==> src/rtl/sram_ctrl_pkg.sv <==
// Shared definitions for the SRAM burst controller: default widths and FSM state encoding.
package sram_ctrl_pkg;

    localparam int DEF_DATA_W = 8;
    localparam int DEF_ADDR_W = 3;
    localparam int CNT_W      = 3;

    typedef enum logic [1:0] {
        ST_IDLE  = 2'd0,
        ST_WRITE = 2'd1,
        ST_READ  = 2'd2,
        ST_DRAIN = 2'd3
    } state_e;

endpackage

==> src/rtl/sram_burst_ctrl.sv <==
// Burst controller in front of a single-port SRAM with a registered read port.
// Accepts one write or read burst (1..8 beats) at a time; addresses wrap at the top.
module sram_burst_ctrl
    import sram_ctrl_pkg::*;
#(
    parameter int DATA_W = DEF_DATA_W,
    parameter int ADDR_W = DEF_ADDR_W
) (
    input  logic              clk,
    input  logic              rst_n,
    input  logic              cmd_valid,
    output logic              cmd_ready,
    input  logic              cmd_write,
    input  logic [ADDR_W-1:0] cmd_addr,
    input  logic [CNT_W-1:0]  cmd_len,
    input  logic              wdata_valid,
    output logic              wdata_ready,
    input  logic [DATA_W-1:0] wdata,
    output logic              rdata_valid,
    output logic [DATA_W-1:0] rdata,
    output logic              rdata_last,
    output logic              busy,
    output logic              mem_wr_en,
    output logic [ADDR_W-1:0] mem_addr,
    output logic [DATA_W-1:0] mem_din,
    input  logic [DATA_W-1:0] mem_dout
);

    // Handshake: a command transfers on a cycle where cmd_valid && cmd_ready;
    // a write beat transfers where wdata_valid && wdata_ready. Read beats have no backpressure.

    state_e            state_q, state_d;
    logic [ADDR_W-1:0] addr_q, addr_d;
    logic [CNT_W-1:0]  cnt_q, cnt_d;
    logic              rdata_valid_q, rdata_valid_d;
    logic              rdata_last_q, rdata_last_d;

    always_comb begin
        state_d       = state_q;
        addr_d        = addr_q;
        cnt_d         = cnt_q;
        rdata_valid_d = 1'b0;
        rdata_last_d  = 1'b0;
        case (state_q)
            ST_IDLE: begin
                if (cmd_valid) begin
                    addr_d  = cmd_addr;
                    cnt_d   = cmd_len;
                    state_d = cmd_write ? ST_WRITE : ST_READ;
                end
            end
            ST_WRITE: begin
                if (wdata_valid) begin
                    addr_d = addr_q + ADDR_W'(1);
                    if (cnt_q == '0) begin
                        state_d = ST_IDLE;
                    end else begin
                        cnt_d = cnt_q - CNT_W'(1);
                    end
                end
            end
            ST_READ: begin
                // One address per cycle; the flagged beat emerges a cycle later with mem_dout.
                addr_d        = addr_q + ADDR_W'(1);
                rdata_valid_d = 1'b1;
                rdata_last_d  = (cnt_q == '0);
                if (cnt_q == '0) begin
                    state_d = ST_DRAIN;
                end else begin
                    cnt_d = cnt_q - CNT_W'(1);
                end
            end
            ST_DRAIN: begin
                state_d = ST_IDLE;
            end
            default: begin
                state_d = ST_IDLE;
            end
        endcase
    end

    always_ff @(posedge clk or negedge rst_n) begin
        if (!rst_n) begin
            state_q       <= ST_IDLE;
            addr_q        <= '0;
            cnt_q         <= '0;
            rdata_valid_q <= 1'b0;
            rdata_last_q  <= 1'b0;
        end else begin
            state_q       <= state_d;
            addr_q        <= addr_d;
            cnt_q         <= cnt_d;
            rdata_valid_q <= rdata_valid_d;
            rdata_last_q  <= rdata_last_d;
        end
    end

    assign cmd_ready   = (state_q == ST_IDLE);
    assign busy        = (state_q != ST_IDLE);
    assign wdata_ready = (state_q == ST_WRITE);
    assign mem_wr_en   = (state_q == ST_WRITE) && wdata_valid;
    assign mem_addr    = addr_q;
    assign mem_din     = wdata;
    assign rdata_valid = rdata_valid_q;
    assign rdata_last  = rdata_last_q;
    assign rdata       = mem_dout;

endmodule

==> config.mk <==
export PLATFORM = sky130hd
export DESIGN_NAME = sram_burst_ctrl
export DESIGN_NICKNAME = d
export VERILOG_FILES = /design/src/rtl/sram_ctrl_pkg.sv /design/src/rtl/sram_burst_ctrl.sv
export SDC_FILE = /design/constraint.sdc
export NUM_CORES = 1
export LEC_CHECK = 0
export BUFFER_PORTS_ARGS = -buffer_cell sky130_fd_sc_hd__buf_4
export CORE_ASPECT_RATIO = 1.25
export CORE_MARGIN = 1
export CORE_UTILIZATION = 25
export DETAILED_ROUTE_END_ITERATION = 8
export PLACE_DENSITY = 0.55
export SYNTH_ARGS = -nofsm -noshare
export SYNTH_HDL_FRONTEND = slang
export SYNTH_SLANG_ARGS = --single-unit
==> constraint.sdc <==
create_clock -name clk -period 3.1 [get_ports clk]
set_input_delay 0.93 -clock clk [delete_from_list [all_inputs] [get_ports clk]]
set_output_delay 0.93 -clock clk [all_outputs]
set_load 0.03 [all_outputs]
==> key figures <==
Placed design
  – GPL Wtd Cong: between 0.6 and 0.7
  – Inst Count DP: 121
  – DP Wirelength: 1.070 mm
  – Port bufs: 19

Route
  – Number of DRC markers in iteration 0: 8
  – DRC viols: 0
  – DRT Wirelength: 1.295 mm
  – Vias: 562
  – Wire per inst: between 10 and 15 µm
  – Post-DRT Antenna Nets: 0
  – Vias per inst: 4.496
  – First-pass iteration count of the detailed router: 4

Finish
  – Most common cell after layout, fill and taps aside: buf_4
  – Commonest non-fill, non-tap cells in the layout: buf_4 (19), dfrtp_1 (10), ha_1 (8)
  – Fraction of layout cells with a size suffix above 1: a little under 30%
  – Cell Count, Final, Fillers Out: 125
  – Multi-input logic area: 374.1 µm²
  – Final #Nets: 125
  – Layout Area Growth over Synthesis: 11.25%
  – FF/Latch Area: 250.2 µm²
  – Ant diodes: 0
  – Core Util, Final: ~30%
  – Fillers: 323

Critical path
  – Worst endpoint data arrival time: 1340 ps
  – Startpoint types: primary input
  – CP Class: in -> out
  – Critical Path RT: ~2200 ps
  – Crit path capture type: primary output
  – CP Buf/Inv Count: 2
  – CP Cell Sequence: buf_4 > and2_1 > buf_4
  – FF-to-FF setup slack: 1260 ps
  – Reg2reg end: cnt_q[2]$_DFFE_PN0P_
  – CP max FO: 2
  – Max incr delay on CP: 160 ps
  – Most frequent CP cell: buf_4
  – Slowest cell on the critical path: buf_4
  – R2r startpoint: state_q[1]$_DFFE_PN0P_
  – R2R depth: 6
  – CP delay by family, top: buffers and inverters

Power
  – VDD IR max: just under 0.0006 V
  – Total Power: about 1.1 mW
  – Pwr dens: roughly 1200 nW/µm²
  – Leakage: roughly 0.46 nW

Floorplanning
  – Chip width: 52.27 µm
  – Die ar.: roughly 3400 µm²
  – Die H: 64.83 µm
  – Row count: 22
  – Core ar.: around 3000 µm²
  – I/O pin cnt: 52
  – Starting density of the core: 26.56%

Clock tree
  – H-tree depth: 1
  – Num CTS Buffers: 3
  – Root Buffer: clkbuf_4
  – Clk buf depth: 2
  – Post-CTS Setup Inserts: 0
  – CTS tree: built
  – CTS clock-pin slew for the worst setup and hold paths: 70 ps
  – Hold buffers post-CTS: 0
  – Clk_lat worst skew: ~260 ps
  – PostCTS Resize Cnt: 0
  – Clock sink total: 10

GRT
  – First-pass GRT wire length: 2.249 mm
  – Vias in the first global route: approximately 560
  – Initial antenna violation count: 0
  – Largest net degree at the start of global routing: 13
  – Gr usage total: 8.784%
  – Global route overflow: 0

Synthesis
  – Syn Area/Cell: 9.399 µm²
  – Yosys cell types: 28
  – Mapped cell area: between 700 and 800 µm²
  – Post-synth ARST share: 100.0%
  – Top_reg_cell synth: dfrtp_1
  – Synthesized Nets: 119
  – Number of synthesized flops with an enable pin: 0
  – Mapped Cells: 84
  – Yosys reg bits: 10
  – Synth warn: 0
  – Sequential fraction of the synthesis area: 31.70%

STA
  – Slew @ Worst Pin: 432.6 ps
  – Fmax: between 400 and 500 MHz
  – Setup TNS Final: 0 ps
  – WHS: slightly below 500 ps
  – Final worst-path cycle share: approximately three quarters
  – RSZ-0062 raised after global routing: no
  – Slew Viols, Final: 0
  – Clock Skew: 2.279 ps
  – Post-route minimum period: 2269 ps
  – Rel. slew slack: 71.10%
  – Hold Vio Cnt, Final: 0
  – Setup violators final: 0

Flow run
  – Max Cap Violations: 0

Run status
  – Status: complete, no violations

Hold path
  – Worst hold path type: in -> async
==> cells in the mapped netlist, drive strengths merged, types with 2 or more instances <==
| cell | instances | area [µm²] |
|---|---|---|
| a21oi | 4 | 20.02 |
| dfrtp | 10 | 250.2 |
| nor2b | 2 | 12.51 |
| nand2b | 2 | 12.51 |
| and2 | 2 | 12.51 |
| nor3b | 3 | 22.52 |
| mux2i | 3 | 30.03 |
| a211o | 2 | 17.52 |
| a21o | 2 | 15.01 |
| nand2 | 2 | 7.510 |
| nor2 | 6 | 22.52 |
| nand3 | 2 | 10.01 |
| buf | 17 | 131.4 |
| ha | 8 | 100.1 |
| inv | 8 | 30.03 |
==> flip-flops by register name, indices dropped and copies added, names as in the netlist <==
register,cells
cnt_q,3
mem_addr,3
rdata_last,1
rdata_valid,1
state_q,2
==> layout make-up <==
cell class                      count  area share [%]
Inverter                            8           3.419
Timing Repair Buffer               19           16.24
Tap cell                           36           5.128
Clock buffer                        4           4.131
Multi-Input combinational cell     48           42.59
Sequential cell                    10           28.49
==> routing by layer <==
metal | global-route usage [%] | routed length, µm
met5 | 0 | 0
met4 | 1.645 | 10
met3 | 4.225 | 109
met2 | 14.42 | 651
met1 | 10.32 | 523
==> where the power goes <==
| part | leakage [nW] | total, mW | internal, mW | switching (mW) |
|---|---|---|---|---|
| clock | 0.0210 | 0.115 | 0.0713 | 0.0440 |
| sequential | 0.120 | 0.252 | 0.201 | 0.0512 |
| combinational | 0.318 | 0.701 | 0.313 | 0.387 |
| total | 0.460 | 1.07 | 0.585 | 0.483 |
==> cells by family (layout without fill, tap and decap cells) <==
family	after synthesis	in the layout	synth area share (%)
buf+inv	26	31	20.92
simple gates	23	23	16.16
compound gates	13	13	12.84
flops	10	10	31.70
fa+ha+maj	8	8	12.68
mux	4	4	5.705
==> per-stage QoR <==
stage	setup WS (ps)	cell area [µm²]
2_1_floorplan	958.9	789.5
3_3_place_gp	833.4	842.1
3_5_place_dp	827.6	842.1
4_1_cts	827.8	878.3
5_1_grt	805.0	878.3
6_report	830.9	878.3
==> how the worst max path moves through the flow <==
stage	to	slack [ps]	cells after the start	startpoint
floorplan	mem_wr_en	960	1	wdata_valid
global placement	mem_wr_en	830	3	wdata_valid
detailed placement	mem_wr_en	830	3	wdata_valid
CTS	mem_wr_en	830	3	wdata_valid
global route	busy	810	4	state_q[0]$_DFFE_PN0P_
finish	mem_wr_en	830	3	wdata_valid
Note: power is estimated with default switching activity, not from simulation.
